$ cat src/rtl/sprite_bus_reader_pkg.sv
`default_nettype none
// ============================================================================
// Module      : sprite_bus_reader_pkg
// Description : Shared sprite memory definitions. Holds the reader FSM state
//               encoding, the legal READ_LAT range and the width of the
//               read-latency wait counter.
// Ports       : none (package)
// Revision    : 1.0 - initial release
// ============================================================================
package sprite_bus_reader_pkg;

    localparam int unsigned c_STATE_W = 3;
    typedef logic [c_STATE_W-1:0] state_t;

    localparam state_t c_ST_IDLE  = 3'd0;
    localparam state_t c_ST_ARB   = 3'd1;
    localparam state_t c_ST_TURN  = 3'd2;
    localparam state_t c_ST_ISSUE = 3'd3;
    localparam state_t c_ST_WAIT  = 3'd4;
    localparam state_t c_ST_HOLD  = 3'd5;

    // Memory read latency, in cycles from mem_oe rise to valid bus data.
    localparam int unsigned c_READ_LAT_MIN = 1;
    localparam int unsigned c_READ_LAT_MAX = 7;

    // Wide enough to hold READ_LAT_MAX-1.
    localparam int unsigned c_WAIT_CTR_W = 3;

    function automatic logic read_lat_legal(input int unsigned lat);
        return (lat >= c_READ_LAT_MIN) && (lat <= c_READ_LAT_MAX);
    endfunction

endpackage
`default_nettype wire

$ cat src/rtl/sprite_bus_wait_ctr.sv
`default_nettype none
// ============================================================================
// Module      : sprite_bus_wait_ctr
// Description : Loadable down-counter with a zero flag. Counts the memory
//               read latency while the reader keeps mem_oe asserted.
// Ports       : clk, rst      - clock, asynchronous active-high reset
//               i_load        - load i_load_val (has priority over i_dec)
//               i_load_val    - value to load
//               i_dec         - decrement by one, saturating at zero
//               o_zero        - count is zero
// Revision    : 1.0 - initial release
// ============================================================================
module sprite_bus_wait_ctr
    import sprite_bus_reader_pkg::*;
#(
    parameter int unsigned WIDTH = c_WAIT_CTR_W
) (
    input  logic             clk,
    input  logic             rst,
    input  logic             i_load,
    input  logic [WIDTH-1:0] i_load_val,
    input  logic             i_dec,
    output logic             o_zero
);

    logic [WIDTH-1:0] r_count;

    always_ff @(posedge clk or posedge rst) begin
        if (rst) begin
            r_count <= '0;
        end else if (i_load) begin
            r_count <= i_load_val;
        end else if (i_dec && (r_count != '0)) begin
            r_count <= r_count - WIDTH'(1);
        end
    end

    assign o_zero = (r_count == '0);

endmodule
`default_nettype wire

$ cat src/rtl/sprite_bus_reader.sv
`default_nettype none
// ============================================================================
// Module      : sprite_bus_reader
// Description : Burst reader for sprite memory on a shared tristate data
//               bus. Arbitrates for the bus, inserts one turnaround cycle
//               after every grant, enables the memory for READ_LAT cycles
//               per word, captures the word and hands it out on a
//               valid/ready port.
// Ports       : clock, reset              - clock, async active-high reset
//               req_valid/req_ready       - burst request handshake
//               req_addr, req_len         - first word address, word count
//               bus_req, bus_gnt          - shared bus arbitration
//               mem_addr, mem_oe          - sprite memory address / enable
//               mem_data                  - sampled shared bus value
//               rd_valid/rd_ready         - read data handshake
//               rd_data, rd_last          - captured word, final-word flag
//               busy                      - not idle
// Revision    : 1.0 - initial release
// ============================================================================
module sprite_bus_reader
    import sprite_bus_reader_pkg::*;
#(
    parameter int unsigned DATA_W   = 16,
    parameter int unsigned ADDR_W   = 12,
    parameter int unsigned LEN_W    = 6,
    parameter int unsigned READ_LAT = 2
) (
    input  logic              clock,
    input  logic              reset,
    input  logic              req_valid,
    output logic              req_ready,
    input  logic [ADDR_W-1:0] req_addr,
    input  logic [LEN_W-1:0]  req_len,
    output logic              bus_req,
    input  logic              bus_gnt,
    output logic [ADDR_W-1:0] mem_addr,
    output logic              mem_oe,
    input  logic [DATA_W-1:0] mem_data,
    output logic              rd_valid,
    input  logic              rd_ready,
    output logic [DATA_W-1:0] rd_data,
    output logic              rd_last,
    output logic              busy
);

    generate
        if (!read_lat_legal(READ_LAT)) begin : g_bad_read_lat
            $error("sprite_bus_reader: READ_LAT out of range 1..7");
        end
    endgenerate

    localparam logic [c_WAIT_CTR_W-1:0] c_LAT_LOAD = c_WAIT_CTR_W'(READ_LAT - 1);

    state_t            r_state;
    logic [ADDR_W-1:0] r_addr;
    logic [LEN_W-1:0]  r_len;
    logic [DATA_W-1:0] r_data;

    logic w_ctr_load;
    logic w_ctr_dec;
    logic w_ctr_zero;
    logic w_last_word;
    logic w_rd_fire;

    assign w_last_word = (r_len == LEN_W'(1));
    assign w_rd_fire   = (r_state == c_ST_HOLD) && rd_ready;

    // The counter is loaded on the edge that enters ISSUE, so it already
    // holds READ_LAT-1 during ISSUE and keeps counting through WAIT. When it
    // reads zero the bus has been driven for READ_LAT cycles and the capture
    // happens on that edge; READ_LAT=1 therefore captures straight out of
    // ISSUE and never visits WAIT.
    assign w_ctr_load = (r_state == c_ST_TURN) ||
                        (w_rd_fire && !w_last_word && bus_gnt);
    assign w_ctr_dec  = (r_state == c_ST_ISSUE) || (r_state == c_ST_WAIT);

    sprite_bus_wait_ctr #(
        .WIDTH      (c_WAIT_CTR_W)
    ) u_wait_ctr (
        .clk        (clock),
        .rst        (reset),
        .i_load     (w_ctr_load),
        .i_load_val (c_LAT_LOAD),
        .i_dec      (w_ctr_dec),
        .o_zero     (w_ctr_zero)
    );

    always_ff @(posedge clock or posedge reset) begin
        if (reset) begin
            r_state <= c_ST_IDLE;
            r_addr  <= '0;
            r_len   <= '0;
            r_data  <= '0;
        end else begin
            case (r_state)
                c_ST_IDLE: begin
                    // A zero-length request is acknowledged and dropped.
                    if (req_valid && (req_len != '0)) begin
                        r_addr  <= req_addr;
                        r_len   <= req_len;
                        r_state <= c_ST_ARB;
                    end
                end
                c_ST_ARB: begin
                    if (bus_gnt) begin
                        r_state <= c_ST_TURN;
                    end
                end
                c_ST_TURN: begin
                    r_state <= c_ST_ISSUE;
                end
                c_ST_ISSUE, c_ST_WAIT: begin
                    // Grant loss is ignored here: the word in flight always
                    // completes and the grant is re-examined in HOLD.
                    if (w_ctr_zero) begin
                        r_data  <= mem_data;
                        r_state <= c_ST_HOLD;
                    end else begin
                        r_state <= c_ST_WAIT;
                    end
                end
                c_ST_HOLD: begin
                    if (rd_ready) begin
                        r_addr <= r_addr + ADDR_W'(1);
                        r_len  <= r_len - LEN_W'(1);
                        if (w_last_word) begin
                            r_state <= c_ST_IDLE;
                        end else if (bus_gnt) begin
                            r_state <= c_ST_ISSUE;
                        end else begin
                            r_state <= c_ST_ARB;
                        end
                    end
                end
                default: begin
                    r_state <= c_ST_IDLE;
                end
            endcase
        end
    end

    // Outputs are a pure decode of the state register, so an asynchronous
    // reset releases the bus immediately.
    assign req_ready = (r_state == c_ST_IDLE);
    assign busy      = (r_state != c_ST_IDLE);
    assign bus_req   = (r_state != c_ST_IDLE);
    assign mem_oe    = (r_state == c_ST_ISSUE) || (r_state == c_ST_WAIT);
    assign rd_valid  = (r_state == c_ST_HOLD);
    assign rd_last   = (r_state == c_ST_HOLD) && w_last_word;
    assign mem_addr  = r_addr;
    assign rd_data   = r_data;

endmodule
`default_nettype wire

$ cat config.mk
export PLATFORM = sky130hd
export DESIGN_NAME = sprite_bus_reader
export DESIGN_NICKNAME = d
export VERILOG_FILES = /design/src/rtl/sprite_bus_reader_pkg.sv /design/src/rtl/sprite_bus_wait_ctr.sv /design/src/rtl/sprite_bus_reader.sv
export SDC_FILE = /design/constraint.sdc
export NUM_CORES = 1
export LEC_CHECK = 0
export CORE_ASPECT_RATIO = 1.25
export CORE_MARGIN = 2
export CORE_UTILIZATION = 48
export CTS_BUF_LIST = sky130_fd_sc_hd__clkbuf_4
export DETAILED_ROUTE_END_ITERATION = 10
export MAX_ROUTING_LAYER = met4
export PLACE_DENSITY_LB_ADDON = 0.05
export SLEW_MARGIN = 5
export SYNTH_ARGS = -nofsm -noshare
export SYNTH_HDL_FRONTEND = slang
export SYNTH_SLANG_ARGS = --single-unit
export TNS_END_PERCENT = 1
$ cat constraint.sdc
create_clock -name clock -period 2 [get_ports clock]
set_input_delay 0.4 -clock clock [delete_from_list [all_inputs] [get_ports clock]]
set_output_delay 0.4 -clock clock [all_outputs]
set_load 0.1 [all_outputs]
After elaboration in Yosys (flattened, before gate mapping)
Cells that the tools add are included.
Widths: inputs -> output; s select.
{"block": "op_classes", "muxes": 15, "add_sub_neg": 3, "reduce_logical": 20, "n_eq_ne": 9}
{"op": "$mux 12", "count": 2}
{"op": "$pmux 12 s2", "count": 1}
{"op": "$mux 3", "count": 5}
{"op": "$pmux 3 s5", "count": 1}
{"op": "$add 12x1->12 const B", "count": 1}
{"op": "$mux 6", "count": 2}
{"op": "$pmux 6 s2", "count": 1}
{"op": "$eq 3x2->1 const B", "count": 2}
{"op": "$eq 3x3->1 const B", "count": 2}
{"op": "$eq 6x1->1 const B", "count": 1}
{"op": "$logic_and 1x1->1", "count": 6}
{"op": "$logic_not 3->1", "count": 2}
{"op": "$reduce_and 3->1", "count": 2}
{"op": "$reduce_bool 3->1", "count": 2}
{"op": "$reduce_bool 6->1", "count": 1}
{"op": "$sub 6x1->6 const B", "count": 1}
{"op": "$mux 2", "count": 2}
{"op": "$ne 2x1->1 const B", "count": 2}
{"op": "$reduce_bool 2->1", "count": 2}
{"op": "$eq 3x1->1 const B", "count": 1}
{"op": "$sub 3x1->3 const B", "count": 1}
{"op": "$logic_or 1x1->1", "count": 2}
{"op": "$ne 2x2->1 const B", "count": 1}
{"op": "$reduce_and 2->1", "count": 1}
{"op": "other kinds (3)", "count": 3}
{"block": "word_totals", "regBits": 40, "out_inout_bits": 34}

Depth between registers and ports, before layout
Gate-level depths: netlist of the first run.
{"block": "logic_depth", "ltp_word": 6, "depth_mapped": 7, "ltp_nobuf": 7}

Hierarchy
From an unflattened synthesis of the first run, not the netlist that was laid out.
{"block": "unflattened", "cells_unflattened": 226, "area_unflattened_um2": 2270.9}
{"module": "sprite_bus_reader", "area_each_um2": 2077.0, "seq_area_each_um2": 925.9, "cells_each": 206, "instances": 1}
{"module": "sprite_bus_wait_ctr", "area_each_um2": 193.9, "seq_area_each_um2": 75.1, "cells_each": 20, "instances": 1}

Worst setup path after synthesis of the first run
OpenSTA, ideal clock, no wires.
{"block": "synth_timing", "kind": "register -> output", "from": "register r_state[0]", "to": "output port busy", "t_arrival_ns": 3.356, "stages_incl_launch_ff": 5, "slack_ns": -1.756, "n_path_buf": 2, "cell_sequence": "dfrtp_1 > clkbuf_1 > nor3_2 > inv_1 > buf_4"}
{"block": "synth_between", "elab_chain_cells": 1}
{"element": "start, declared", "line": "sprite_bus_reader.sv:54", "source": "state_t r_state;"}
{"element": "start signal, assigned", "line": "sprite_bus_reader.sv:90", "source": "r_state <= c_ST_IDLE;"}
{"element": "start signal, assigned", "line": "sprite_bus_reader.sv:101", "source": "r_state <= c_ST_ARB;"}
{"element": "start signal, assigned", "line": "sprite_bus_reader.sv:106", "source": "r_state <= c_ST_TURN;"}
{"element": "$reduce_bool 3->1"}
{"element": "end, declared", "line": "sprite_bus_reader.sv:43", "source": "output logic busy"}
No other way between the ends.

Worst setup path in the final report of the first run
{"block": "layout_timing", "from": "register r_len[5]", "to": "output port rd_last"}
{"block": "layout_between", "elab_chain_cells": 2}
{"element": "start, declared", "line": "sprite_bus_reader.sv:56", "source": "logic [LEN_W-1:0] r_len;"}
{"element": "start signal, assigned", "line": "sprite_bus_reader.sv:100", "source": "r_len <= req_len;"}
{"element": "start signal, assigned", "line": "sprite_bus_reader.sv:125", "source": "r_len <= r_len - LEN_W'(1);"}
{"element": "$eq 6x1->1", "line": "sprite_bus_reader.sv:65", "source": "assign w_last_word = (r_len == LEN_W'(1));"}
{"element": "$logic_and 1x1->1", "line": "sprite_bus_reader.sv:149", "source": "assign rd_last = (r_state == c_ST_HOLD) && w_last_word;"}
{"element": "end, declared", "line": "sprite_bus_reader.sv:42", "source": "output logic rd_last,"}
No other way between the ends.

==> impl_metrics.env, run 1 <==
export IMPL_ys_warnings_count=0
export IMPL_start_kind="flop"
export IMPL_cpPeakStageDelay_ns=0.43
export IMPL_syn_inst=217
export IMPL_max_freq_mhz=498
export IMPL_gp_congestion=0.910
export IMPL_yosys_cell_types_count=54
export IMPL_ys_seq_area_share_pct=44.8
export IMPL_min_period_ns=2.01
export IMPL_cts_made_buffers=5
export IMPL_final_max_slew_violation_count=0
export IMPL_holdBufCountCts=0
export IMPL_timing_final_crit_share_pct=100
export IMPL_rrSetupSlack_ns=0.16
export IMPL_grt_usage_pct=24.1
export IMPL_critPathBufInv=1
export IMPL_clock_sinks=40
export IMPL_detail_route_antenna_nets=0
export IMPL_post_route_cells_drive_above_1_share_pct=34.1
export IMPL_holdWs_ns=0.383
export IMPL_num_rows=27
export IMPL_grt_pass1_wl_um=9560
export IMPL_finClkSkew_ns=0.0134
export IMPL_rr_endpoint="mem_addr[6]"
export IMPL_yosys_most_used_dff="dfrtp_1"
export IMPL_final_util_pct=77.2
export IMPL_ioPinCount=73
export IMPL_nets=357
export IMPL_critPathSlowestCell="dfrtp_1"
export IMPL_tightest_slew_ns=0.468
export IMPL_cts_tree="yes"
export IMPL_grt_start_max_net_pins=24
export IMPL_synth_net_count=261
export IMPL_start_util_pct=50.5
export IMPL_core_area_mm2=0.00443
export IMPL_antenna_found_initial=0
export IMPL_drc=0
export IMPL_required_ns=1.60
export IMPL_first_pass_iters=4
export IMPL_crit_chain="nor4_2, nand2_1, nor2_2, buf_12"
export IMPL_worstSetupEndpointType="output port"
export IMPL_stdcell_area_mm2=0.00342
export IMPL_final_hold_viol_count=0
export IMPL_clockRootBuffer="clkbuf_4"
export IMPL_htreeDepth=2
export IMPL_dp_hpwl_um=4240
export IMPL_clk_pin_slew_ns=0.12
export IMPL_dieHeight_um=80.3
export IMPL_portBuffers=72
export IMPL_r2r_start="r_state[2]"
export IMPL_synthArstFlopShare_pct=100
export IMPL_outcome="finished, violations left"
export IMPL_n_antenna_cell=0
export IMPL_violations="negative setup slack"
export IMPL_clk_latency_ns=0.35
export IMPL_synth_enable_flop_cells=0
export IMPL_rsz0062_at_grt="yes"
export IMPL_rr_worst_depth=7
export IMPL_drv_cap=0
export IMPL_grt_pass1_vias=2058
export IMPL_fin_ws_ns=-0.00699
export IMPL_hp_class="primary input to async pin"
export IMPL_vias=2146
export IMPL_critPathTopFamily="simple AND/OR/NAND/NOR gates"
export IMPL_overflow=0
export IMPL_critical_path_class="flop to output port"
export IMPL_wl_um=6120
export IMPL_area_growth_pct=53.1
export IMPL_ys_ff_latch=40
export IMPL_path_max_fanout=3
export IMPL_placed_cell_area_mm2=0.00323
export IMPL_slew_headroom_pct=68.3
export IMPL_finalSetupViolCount=1
export IMPL_die_area_mm2=0.00522
export IMPL_avgRoutedWirePerCell_um=16.5
export IMPL_routed_via_density=5.77
export IMPL_cts_max_path_buffers=2
export IMPL_dr_first_iter_drc_count=163
export IMPL_avgSynthCellArea_um2=10.3
export IMPL_die_width_um=65.0
export IMPL_worstPathArrival_ns=1.61
export IMPL_synth_area_mm2=0.00223
## synth_stat cells, types with 2 or more instances
cell	instances	share of area, %
nand3_1	10	2.2
o211ai_1	2	0.67
nor2b_1	2	0.56
nand2_1	12	2.0
o22ai_1	7	2.0
mux2i_1	2	0.90
nor3_1	2	0.45
inv_1	10	1.7
a41o_1	2	0.90
nor4b_1	2	0.78
nand4_1	4	1.1
nand3b_1	2	0.67
clkbuf_1	8	1.3
a2bb2oi_1	11	4.3
a31oi_1	4	1.1
and4_1	2	0.78
dfrtp_1	40	45
or3_1	2	0.56
ha_1	5	2.8
mux2_2	17	8.6
buf_2	3	0.67
a21oi_1	16	3.6
nand2b_1	3	0.84
o2bb2ai_1	2	0.78
nor2_1	9	1.5
o21ai_0	10	2.2
## layer usage
metal | GRT usage (%) | wire length (µm) | vias to the layer above | part of all wire (%)
li1 | - | - | 1016 | -
met2 | 41.8 | 3230 | 87 | 53
met3 | 3.50 | 366 | 7 | 6.0
met4 | 6.25 | 48 | 0 | 0.78
met5 | - | 0 | - | 0
met1 | 29.8 | 2480 | 1036 | 41
## worst min-delay path, stage by stage
cell             delay (ns)
clkdlybuf4s50_1        0.40
inv_1                  0.07
buf_4                  0.24
## registers in the layout, indices dropped and copies added (netlist names)
name / flops
mem_addr: 12
r_state: 3
r_len: 6
u_wait_ctr.r_count: 3
rd_data: 16
## worst max-delay path by stage
| stage | slack (ns) | cells after the start | to | from |
|---|---|---|---|---|
| floorplan | -1.06 | 4 | busy | r_state[0] |
| global placement | -0.33 | 5 | r_len[0] | req_len[4] |
| detailed placement | -0.38 | 5 | r_len[0] | req_len[4] |
| CTS | -0.06 | 3 | rd_valid | r_state[1] |
| global route | -0.06 | 3 | rd_valid | r_state[2] |
| finish | -0.007 | 4 | rd_last | r_len[5] |
## through the flow
stage	setup WS, ns	TNS (ns)	std cells
finish	-0.00699	-0.00699	372
global route	-0.0647	-0.140	372
CTS	-0.0562	-0.100	362
detailed placement	-0.376	-5.70	353
global placement	-0.326	-5.08	353
floorplan	-1.06	-15.19	217
## final cells by class
cell class                 instances  area, µm²
multi-input combinational        154       1160
inverter                          10       41.3
clock buffer                       5       37.5
tap                               58       72.6
sequential                        40       1000
timing repair buffer             102       1060
fill                             316       1010
clock inverter                     3       42.5
## logic make-up (layout without fill, tap and decap cells)
kind of cell               count (synthesis)  after routing  share of synthesized area (%)
AOI/OAI and AO/OA                         67             67                           21.6
xor gates and xnor gates                   1              1                          0.392
adders and majority gates                  5              5                           2.80
buffers and inverters                     23            120                           4.54
DFF                                       40             40                           44.8
muxes                                     20             20                           10.1
and+or+nand+nor                           61             61                           15.7
## cells in the final DEF, fill, tap and decap left out, types with 7 or more instances in the layout
| cell type | instances |
|---|---|
| nand3_1 | 10 |
| clkdlybuf4s50_1 | 38 |
| mux2_2 | 17 |
| a21oi_1 | 16 |
| buf_4 | 48 |
| nor2_1 | 8 |
| o22ai_1 | 7 |
| nand2_1 | 11 |
| a2bb2oi_1 | 11 |
| buf_12 | 16 |
| dfrtp_1 | 39 |
| o21ai_0 | 10 |
| inv_1 | 9 |
## repair_timing
action | in CTS | in global routing
gates resized for setup | 4 | 4
endpoints found under the setup margin | 5 | 8
buffers inserted | 1 | 10
pin swaps | 1 | 2
Power of run 1 is not shown: default switching activity piles up to over one toggle a cycle in this logic, so the estimate is an artifact.
==> run 2: changes to the inputs <==
--- a/config.mk
+++ b/config.mk
@@ -11,7 +11,7 @@
 export CTS_BUF_LIST = sky130_fd_sc_hd__clkbuf_4
 export DETAILED_ROUTE_END_ITERATION = 10
 export MAX_ROUTING_LAYER = met4
-export PLACE_DENSITY_LB_ADDON = 0.05
+export PLACE_DENSITY = 0.83
 export SLEW_MARGIN = 5
 export SYNTH_ARGS = -nofsm -noshare
 export SYNTH_HDL_FRONTEND = slang
==> run 2 against run 1 <==
Against the previous run:
- the flow now finishes without violations
- critical path depth grew 2
- critical endpoint is now mem_addr[11]
- clock skew decreased by 0.00058 ns
- sequential share of layout area rose by 0.86 points
- via count fell by 3.0%
- global-route usage decreased by 0.87 points
- die area unchanged
- non-clock buffer count down 11
- count of clock-buffer cells in the layout did not move
- worst setup slack improved by 0.028 ns
- utilization fell by 2.3 points
==> impl_metrics.env, run 2 (same netlist as run 1, synthesis figures left out) <==
export IMPL_timing_final_crit_share_pct=98.9
export IMPL_cpPeakStageDelay_ns=0.58
export IMPL_htreeDepth=2
export IMPL_portBuffers=72
export IMPL_critPathTopFamily="buffers and inverters"
export IMPL_clk_pin_slew_ns=0.13
export IMPL_critPathBufInv=2
export IMPL_drc=0
export IMPL_dp_cells=349
export IMPL_instances_no_fill=361
export IMPL_largest_register_ffs=16
export IMPL_worstSetupEndpointType="flop"
export IMPL_holdBufCountCts=0
export IMPL_worstPathArrival_ns=2.28
export IMPL_rsz0062_at_grt="yes"
export IMPL_grt_start_max_net_pins=25
export IMPL_cts_max_path_buffers=2
export IMPL_start_util_pct=50.5
export IMPL_required_ns=2.30
export IMPL_nets=346
export IMPL_post_route_cells_drive_above_1_share_pct=31.4
export IMPL_dp_hpwl_um=4330
export IMPL_fin_ws_ns=0.0212
export IMPL_critical_path_class="primary input to flop"
export IMPL_n_antenna_cell=0
export IMPL_clock_sinks=40
export IMPL_clockRootBuffer="clkbuf_4"
export IMPL_hp_class="primary input to async pin"
export IMPL_finClkSkew_ns=0.0128
export IMPL_num_rows=27
export IMPL_dp_slack_ns=-0.383
export IMPL_cts_made_buffers=5
export IMPL_drv_cap=0
export IMPL_start_kind="primary input"
export IMPL_min_period_ns=1.98
export IMPL_critPathSlowestCell="or4_4"
export IMPL_grt_usage_pct=23.3
export IMPL_final_max_slew_violation_count=0
export IMPL_area_growth_pct=48.5
export IMPL_slew_headroom_pct=73.1
export IMPL_gp_congestion=0.916
export IMPL_tightest_slew_ns=0.397
export IMPL_finalSetupViolCount=0
export IMPL_crit_chain="clkdlybuf4s50_1, or4_4, o311ai_4, buf_4, o32a_2, o221a_2"
export IMPL_antenna_found_initial=0
export IMPL_core_area_mm2=0.00443
export IMPL_cts_tree="yes"
export IMPL_avgRoutedWirePerCell_um=16.2
export IMPL_final_hold_viol_count=0
export IMPL_wl_um=5860
export IMPL_first_pass_iters=4
export IMPL_routed_via_density=5.76
export IMPL_path_max_fanout=10
export IMPL_dr_first_iter_drc_count=160
export IMPL_outcome="finished, final reports clean"
export IMPL_detail_route_antenna_nets=0
export IMPL_grt_pass1_wl_um=9150
export IMPL_final_cell_mix="dfrtp_1, clkdlybuf4s50_1, buf_4"
export IMPL_grt_pass1_vias=2057
export IMPL_dieHeight_um=80.3
export IMPL_ioPinCount=73
export IMPL_die_width_um=65.0
export IMPL_mostFrequentLayoutCell="dfrtp_1"
export IMPL_overflow=0
export IMPL_max_freq_mhz=505
export IMPL_die_area_mm2=0.00522
export IMPL_clk_latency_ns=0.36
export IMPL_vias=2081
[run 2: cell count changes in the layout (fill, tap and decap cells not counted), sizes merged]
cell / before / now
inv: 9 / 11
buf: 64 / 53
clkinvlp: 2 / 1
clkinv: 1 / 0
[run 2: path summary, 6_finish.rpt]
| kind | startpoint | end | slack [ns] | cells after the start |
|---|---|---|---|---|
| setup / recovery | req_len[4] | mem_addr[11] | 0.02 | 6 |
| hold / removal | reset | rd_data[1] | 0.36 | 3 |
| setup reg to reg | r_state[1] | rd_data[1] | 0.24 | 6 |
| hold reg to reg | rd_data[11] | rd_data[11] | 0.52 | 1 |
| max in group asynchronous | reset | mem_addr[1] | 1.35 | 3 |
| min in group clock | rd_data[11] | rd_data[11] | 0.52 | 1 |
[run 2: per-layer routing]
layer,vias up,global-route usage [%],wire [µm]
li1,987,-,-
met1,997,27.3,2340
met2,84,38.7,3030
met3,13,4.34,339
met4,0,11.0,144
met5,-,-,0
[run 2: through the flow]
| step | utilization, % | hold WS [ns] | setup TNS, ns | cell area [µm²] |
|---|---|---|---|---|
| after floorplan | - | 0.492 | -15.19 | 2240 |
| after global placement | 71.7 | 0.487 | -5.53 | 3170 |
| after detailed placement | 71.7 | 0.494 | -6.29 | 3170 |
| after global routing | 75.0 | 0.356 | -0.131 | 3320 |
| after CTS | 74.1 | 0.349 | -0.0399 | 3280 |
| final | 75.0 | 0.359 | 0 | 3320 |
[run 2: what timing repair did]
action	CTS	global route
gates resized for setup	5	4
endpoints found under the setup margin	5	7
endpoints found under the hold margin	0	0
pin swaps	1	1
setup buffers	1	3
[run 2: tightest hold or removal path, stage by stage]
cell	delay, ns
clkdlybuf4s50_1	0.40
inv_1	0.07
buf_4	0.23
[run 2: cell type report]
| class | count | area, µm² |
|---|---|---|
| clock buffers | 5 | 37.5 |
| clock inverters | 3 | 46.3 |
| fillers | 317 | 1110 |
| repair buffers | 91 | 961 |
| flip-flops and latches | 40 | 1000 |
| inverters | 10 | 37.5 |
| multi-input cells | 154 | 1160 |
| well taps | 58 | 72.6 |
Power of run 2 is left out for the same reason.
==> run 3: changes to the inputs <==
--- a/config.mk
+++ b/config.mk
@@ -15,5 +15,6 @@
 export SLEW_MARGIN = 5
 export SYNTH_ARGS = -nofsm -noshare
 export SYNTH_HDL_FRONTEND = slang
+export SYNTH_HIERARCHICAL = 1
 export SYNTH_SLANG_ARGS = --single-unit
 export TNS_END_PERCENT = 1
==> run 3 against run 2 <==
Against the previous run:
- the run now ends with negative setup slack left
- non-clock buffer count rose by 2
- sequential share of layout area rose by 0.93 points
- routed wire length shrank 9.4%
- maximum frequency shrank 11%
- flip-flop and latch count unchanged
- via count shrank 2.4%
- synthesized area up 1.7%
- worst hold slack got worse by 0.13 ns
==> impl_metrics.env, run 3 <==
export IMPL_grt_start_max_net_pins=38
export IMPL_worstPathArrival_ns=1.83
export IMPL_final_hold_viol_count=0
export IMPL_rr_endpoint="u_wait_ctr/r_count[1]"
export IMPL_r2r_start="r_len[1]"
export IMPL_rrSetupSlack_ns=-0.09
export IMPL_finClkSkew_ns=0.0145
export IMPL_clk_latency_ns=0.35
export IMPL_ys_ff_latch=40
export IMPL_final_max_slew_violation_count=0
export IMPL_postCtsSetupBuffers=0
export IMPL_min_period_ns=2.23
export IMPL_cts_max_path_buffers=2
export IMPL_synth_top_family_by_area="compound AO/OA/AOI/OAI gates"
export IMPL_holdWs_ns=0.232
export IMPL_fin_ws_ns=-0.233
export IMPL_hp_class="primary input to async pin"
export IMPL_synth_fa_ha_area_share_pct=2.75
export IMPL_ioPinCount=73
export IMPL_synth_most_common_cell="dfrtp_1"
export IMPL_timing_final_crit_share_pct=112
export IMPL_yosys_cell_types_count=50
export IMPL_rr_worst_depth=8
export IMPL_violations="negative setup slack"
export IMPL_drv_cap=0
export IMPL_post_route_cells_drive_above_1_share_pct=30.2
export IMPL_synth_enable_flop_cells=0
export IMPL_ys_seq_area_share_pct=44.1
export IMPL_gp_congestion=0.841
export IMPL_dieHeight_um=80.9
export IMPL_finalSetupViolCount=8
export IMPL_vias=2031
export IMPL_dr_first_iter_drc_count=156
export IMPL_nets=358
export IMPL_dp_slack_ns=-0.134
export IMPL_area_growth_pct=42.2
export IMPL_first_pass_iters=4
export IMPL_ys_warnings_count=6
export IMPL_core_area_mm2=0.00466
export IMPL_dp_hpwl_um=4000
export IMPL_critical_path_class="flop to output port"
export IMPL_mostFrequentLayoutCell="buf_4"
export IMPL_worstSetupEndpointType="output port"
export IMPL_synth_common_cells="dfrtp_1, nand2_1, a21oi_1"
export IMPL_avgRoutedWirePerCell_um=14.2
export IMPL_synth_compound_area_share_pct=19.5
export IMPL_yosys_most_used_dff="dfrtp_1"
export IMPL_required_ns=1.60
export IMPL_rsz0062_at_grt="yes"
export IMPL_die_area_mm2=0.00530
export IMPL_yosys_area_share_simple_pct=16.1
export IMPL_synthArstFlopShare_pct=100
export IMPL_clk_pin_slew_ns=0.13
export IMPL_max_freq_mhz=448
export IMPL_path_max_fanout=2
export IMPL_clock_sinks=40
export IMPL_grt_pass1_vias=1906
export IMPL_synth_top_area_share_pct=44.1
export IMPL_grt_usage_pct=21.8
export IMPL_overflow=0
export IMPL_num_rows=28
export IMPL_cts_tree="yes"
export IMPL_routed_via_density=5.42
export IMPL_outcome="finished, violations left"
export IMPL_final_cell_mix="buf_4, clkdlybuf4s50_1, dfrtp_1"
export IMPL_yosys_top_cells_area="dfrtp_1, mux2_4, a21oi_1"
export IMPL_clockRootBuffer="clkbuf_4"
export IMPL_start_kind="flop"
export IMPL_avgSynthCellArea_um2=10.0
export IMPL_synth_xor_area_share_pct=0.386
export IMPL_cts_made_buffers=5
export IMPL_n_antenna_cell=0
export IMPL_die_width_um=65.5
export IMPL_portBuffers=72
export IMPL_yosys_mux_area_fraction_pct=10.0
export IMPL_synth_area_mm2=0.00227
export IMPL_antenna_found_initial=0
export IMPL_syn_inst=226
export IMPL_largest_register_ffs=16
export IMPL_holdBufCountCts=0
export IMPL_synth_top_area_cell="dfrtp_1"
export IMPL_start_util_pct=48.7
export IMPL_grt_pass1_wl_um=8810
export IMPL_htreeDepth=2
export IMPL_detail_route_antenna_nets=0
export IMPL_drc=0
export IMPL_wl_um=5310
## run 3: changes by cell type after synthesis, moves of 4 or more
cell,change
mux2_4,+9
o21ai_0,+8
mux2_2,-11
clkbuf_1,-8
buf_6,+4
nand2_1,+12
a2bb2oi_1,-8
a21oi_1,+5
## run 3: critical path, cell delays in order, from the launching register on
cell and delay [ns]:
dfrtp_1 0.40, inv_2 0.06, ha_1 0.14, nand2b_1 0.05
or4_4 0.42, buf_6 0.14, nor2_4 0.09, buf_12 0.18
## run 3: how the worst max path moves through the flow
stage	start	endpoint	slack, ns	cells past startpoint
2_1_floorplan	r_state[0]	req_ready	-0.19	3
3_3_place_gp	r_len[1]	u_wait_ctr/r_count[1]	-0.05	8
3_5_place_dp	req_len[1]	mem_addr[4]	-0.13	6
4_1_cts	r_len[1]	rd_last	-0.26	7
5_1_grt	r_len[1]	rd_last	-0.34	7
6_report	r_len[1]	rd_last	-0.23	7
## run 3: metrics by stage
stage	cell area [µm²]	TNS, ns	utilization (%)	instances
floorplan	2290	-0.823	-	227
global placement	3150	-0.433	67.7	367
detailed placement	3150	-1.50	67.7	367
CTS	3230	-0.899	69.3	375
global route	3230	-1.60	69.3	375
finish	3230	-0.793	69.3	375
## run 3: final cells by class
class	count	area, µm²
clock buffer	5	37.5
clock inverter	3	18.8
fill	350	1430
inverter	14	56.3
multi-input combinational	160	1140
sequential	40	1000
tap	60	75.1
timing repair buffer	93	897
## run 3: timing repair
item,4_1_cts,5_1_grt
gates resized for setup,6,1
endpoints found under the setup margin,9,9
endpoints found under the hold margin,0,0
gates cloned,0,0
## run 3: cells by family (layout without fill, tap and decap cells)
group	Yosys count	count (layout)
compound gates	68	68
xor+xnor	1	1
fa+ha+maj	5	5
buf+inv	27	115
flops	40	40
mux	17	17
other cells	2	3
simple gates	66	66
## run 3: layer usage
layer,vias to the layer above,part of all wire (%),GRT usage [%],wire [µm]
li1,991,-,-,-
met1,974,41,27.9,2200
met2,59,53,34.7,2840
met3,7,4.0,4.85,212
met4,0,1.1,6.88,59
met5,-,0,-,0
Power of run 3 is left out for the same reason.
==> variant: new RTL, config.mk and constraints of run 1 <==
`DATA_W`: 16 -> 14.
--- a/src/rtl/sprite_bus_reader.sv
+++ b/src/rtl/sprite_bus_reader.sv
@@ -20,7 +20,7 @@
 module sprite_bus_reader
     import sprite_bus_reader_pkg::*;
 #(
-    parameter int unsigned DATA_W   = 16,
+    parameter int unsigned DATA_W   = 14,
     parameter int unsigned ADDR_W   = 12,
     parameter int unsigned LEN_W    = 6,
     parameter int unsigned READ_LAT = 2
Ports: changed (resized mem_data and rd_data); port bits go from 73 to 69. The function was not compared with the original's and may differ.
==> variant against run 1 <==
  * Global-route usage is 2.4 points lower
  * Synthesized cell count shrank 2.3%
  * Cell count is 6.2% lower
  * Setup slack better by 53 ps
  * Routed wire length decreased by 15%
  * Sequential share of layout area rose by 1.2 points
  * Area after synthesis is 2.0% lower
  * Cell area shrank 8.5%
  * Sequential cell count down 2
  * Die area down 1.9%
  * Clock skew fell by 8.1 ps
  * Count of clock-buffer cells in the layout unchanged
Power is left out: the tool's default activity adds up to more than one toggle a clock period on the data nets, which glitch-free logic cannot reach.
==> variant: results (changes against run 1) <==
metric,value,unit,change
status,finished clean,,
# setup viols final,0,,-1
cell count after synthesis,212,,-2.3%
commonest cells in the synthesized netlist,"sky130_fd_sc_hd__dfrtp_1 (38), sky130_fd_sc_hd__a21oi_1 (15), sky130_fd_sc_hd__o21ai_0 (14)",,
worst clock skew,5.30,ps,-8.07 ps
cell type of the slowest stage on the worst timing path,sky130_fd_sc_hd__dfrtp_2,,
post-route non-filler standard cell count,349,,-6.2%
clock-pin slew of the registers on the worst-case setup and hold paths,120,ps,about the same
maximum fanout along the worst path,5,,+2
maximum cell stage delay along the critical path,460,ps,+30 ps
most area-consuming cells after synthesis,"sky130_fd_sc_hd__dfrtp_1 (43%), sky130_fd_sc_hd__mux2_4 (6.9%), sky130_fd_sc_hd__a2bb2oi_1 (4.4%)",,
largest net degree at the start of global routing,39,,+63%
routed wirelength normalized by instance count,14.9,µm,-9.4%
depth of the most critical reg-to-reg path,6,,-1
share of cells above drive strength 1,0.313,,-0.0280
last weighted congestion value of the routability-driven placer,0.884,,-2.8%
part of the Yosys area used for sequential elements,0.435,,-0.0136
number of nets in the layout,332,,-7.0%
number of distinct standard cells referenced by the synthesized netlist,49,,-9.3%
total routing resource utilization after global routing,0.218,,-0.0237
sum of net half-perimeters after detailed placement,3700,µm,-13%
violation count after the first detailed-route iteration,68,,-58%
flip-flop count of the largest register after layout,14,,-2
Port Buffers,68,,-5.6%
area of placed instances,3000,µm²,-7.1%
family of cells with the greatest summed delay on the critical path,flip-flops,,
"Net Count, Synth",254,,-2.7%
global-route wire length before repair,8490,µm,-11%
Slew headroom,0.674,,-0.00972
-- variant: changes by cell type after synthesis, sizes merged, moves of 3 or more --
cell    delta
buf        +7
o211ai     +4
nand3      -3
clkbuf     -4
o21ai      +4
o22ai      -3
mux2       -3
-- variant: layer usage --
layer	GRT usage	up-vias	wire length, µm
li1	-	941	-
met1	0.276	918	2340
met2	0.346	64	2550
met3	0.0465	4	272
met4	0.0766	0	45
met5	-	-	0
-- variant: worst min-delay path, stage by stage --
cell and delay [ps]:
sky130_fd_sc_hd__clkdlybuf4s50_1 400, sky130_fd_sc_hd__inv_1 50, sky130_fd_sc_hd__buf_4 420
-- variant: cells by family after synthesis --
group	Yosys count	share of synthesized area
AOI/OAI and AO/OA	68	0.208
xor gates and xnor gates	2	0.00801
adders and majority gates	5	0.0286
buffers and inverters	25	0.0640
DFF	38	0.435
muxes	17	0.103
and+or+nand+nor	57	0.153
-- variant: worst paths after layout --
| path | start | to | slack, ps |
|---|---|---|---|
| min reg2reg | rd_data[12] | rd_data[12] | 520 |
| max | r_state[1] | bus_req | 50 |
| max in group asynchronous | reset | r_state[0] | 1160 |
| max reg2reg | r_state[1] | r_len[1] | 150 |
| min in group clock | rd_data[12] | rd_data[12] | 520 |
| min | reset | rd_data[13] | 480 |
-- variant: final cells by class --
class,instances,area [µm²]
sequential,38,955
tap,58,72.6
fill,348,1260
clock inverter,3,16.3
inverter,9,37.5
timing repair buffer,87,885
clock buffer,5,37.5
multi-input combinational,149,1120
-- variant: repair_timing --
item / 4_1_cts / 5_1_grt
pin swaps: 1 / 2
gates resized for setup: 4 / 3
buffers inserted: 4 / 3
endpoints found under the setup margin: 5 / 4
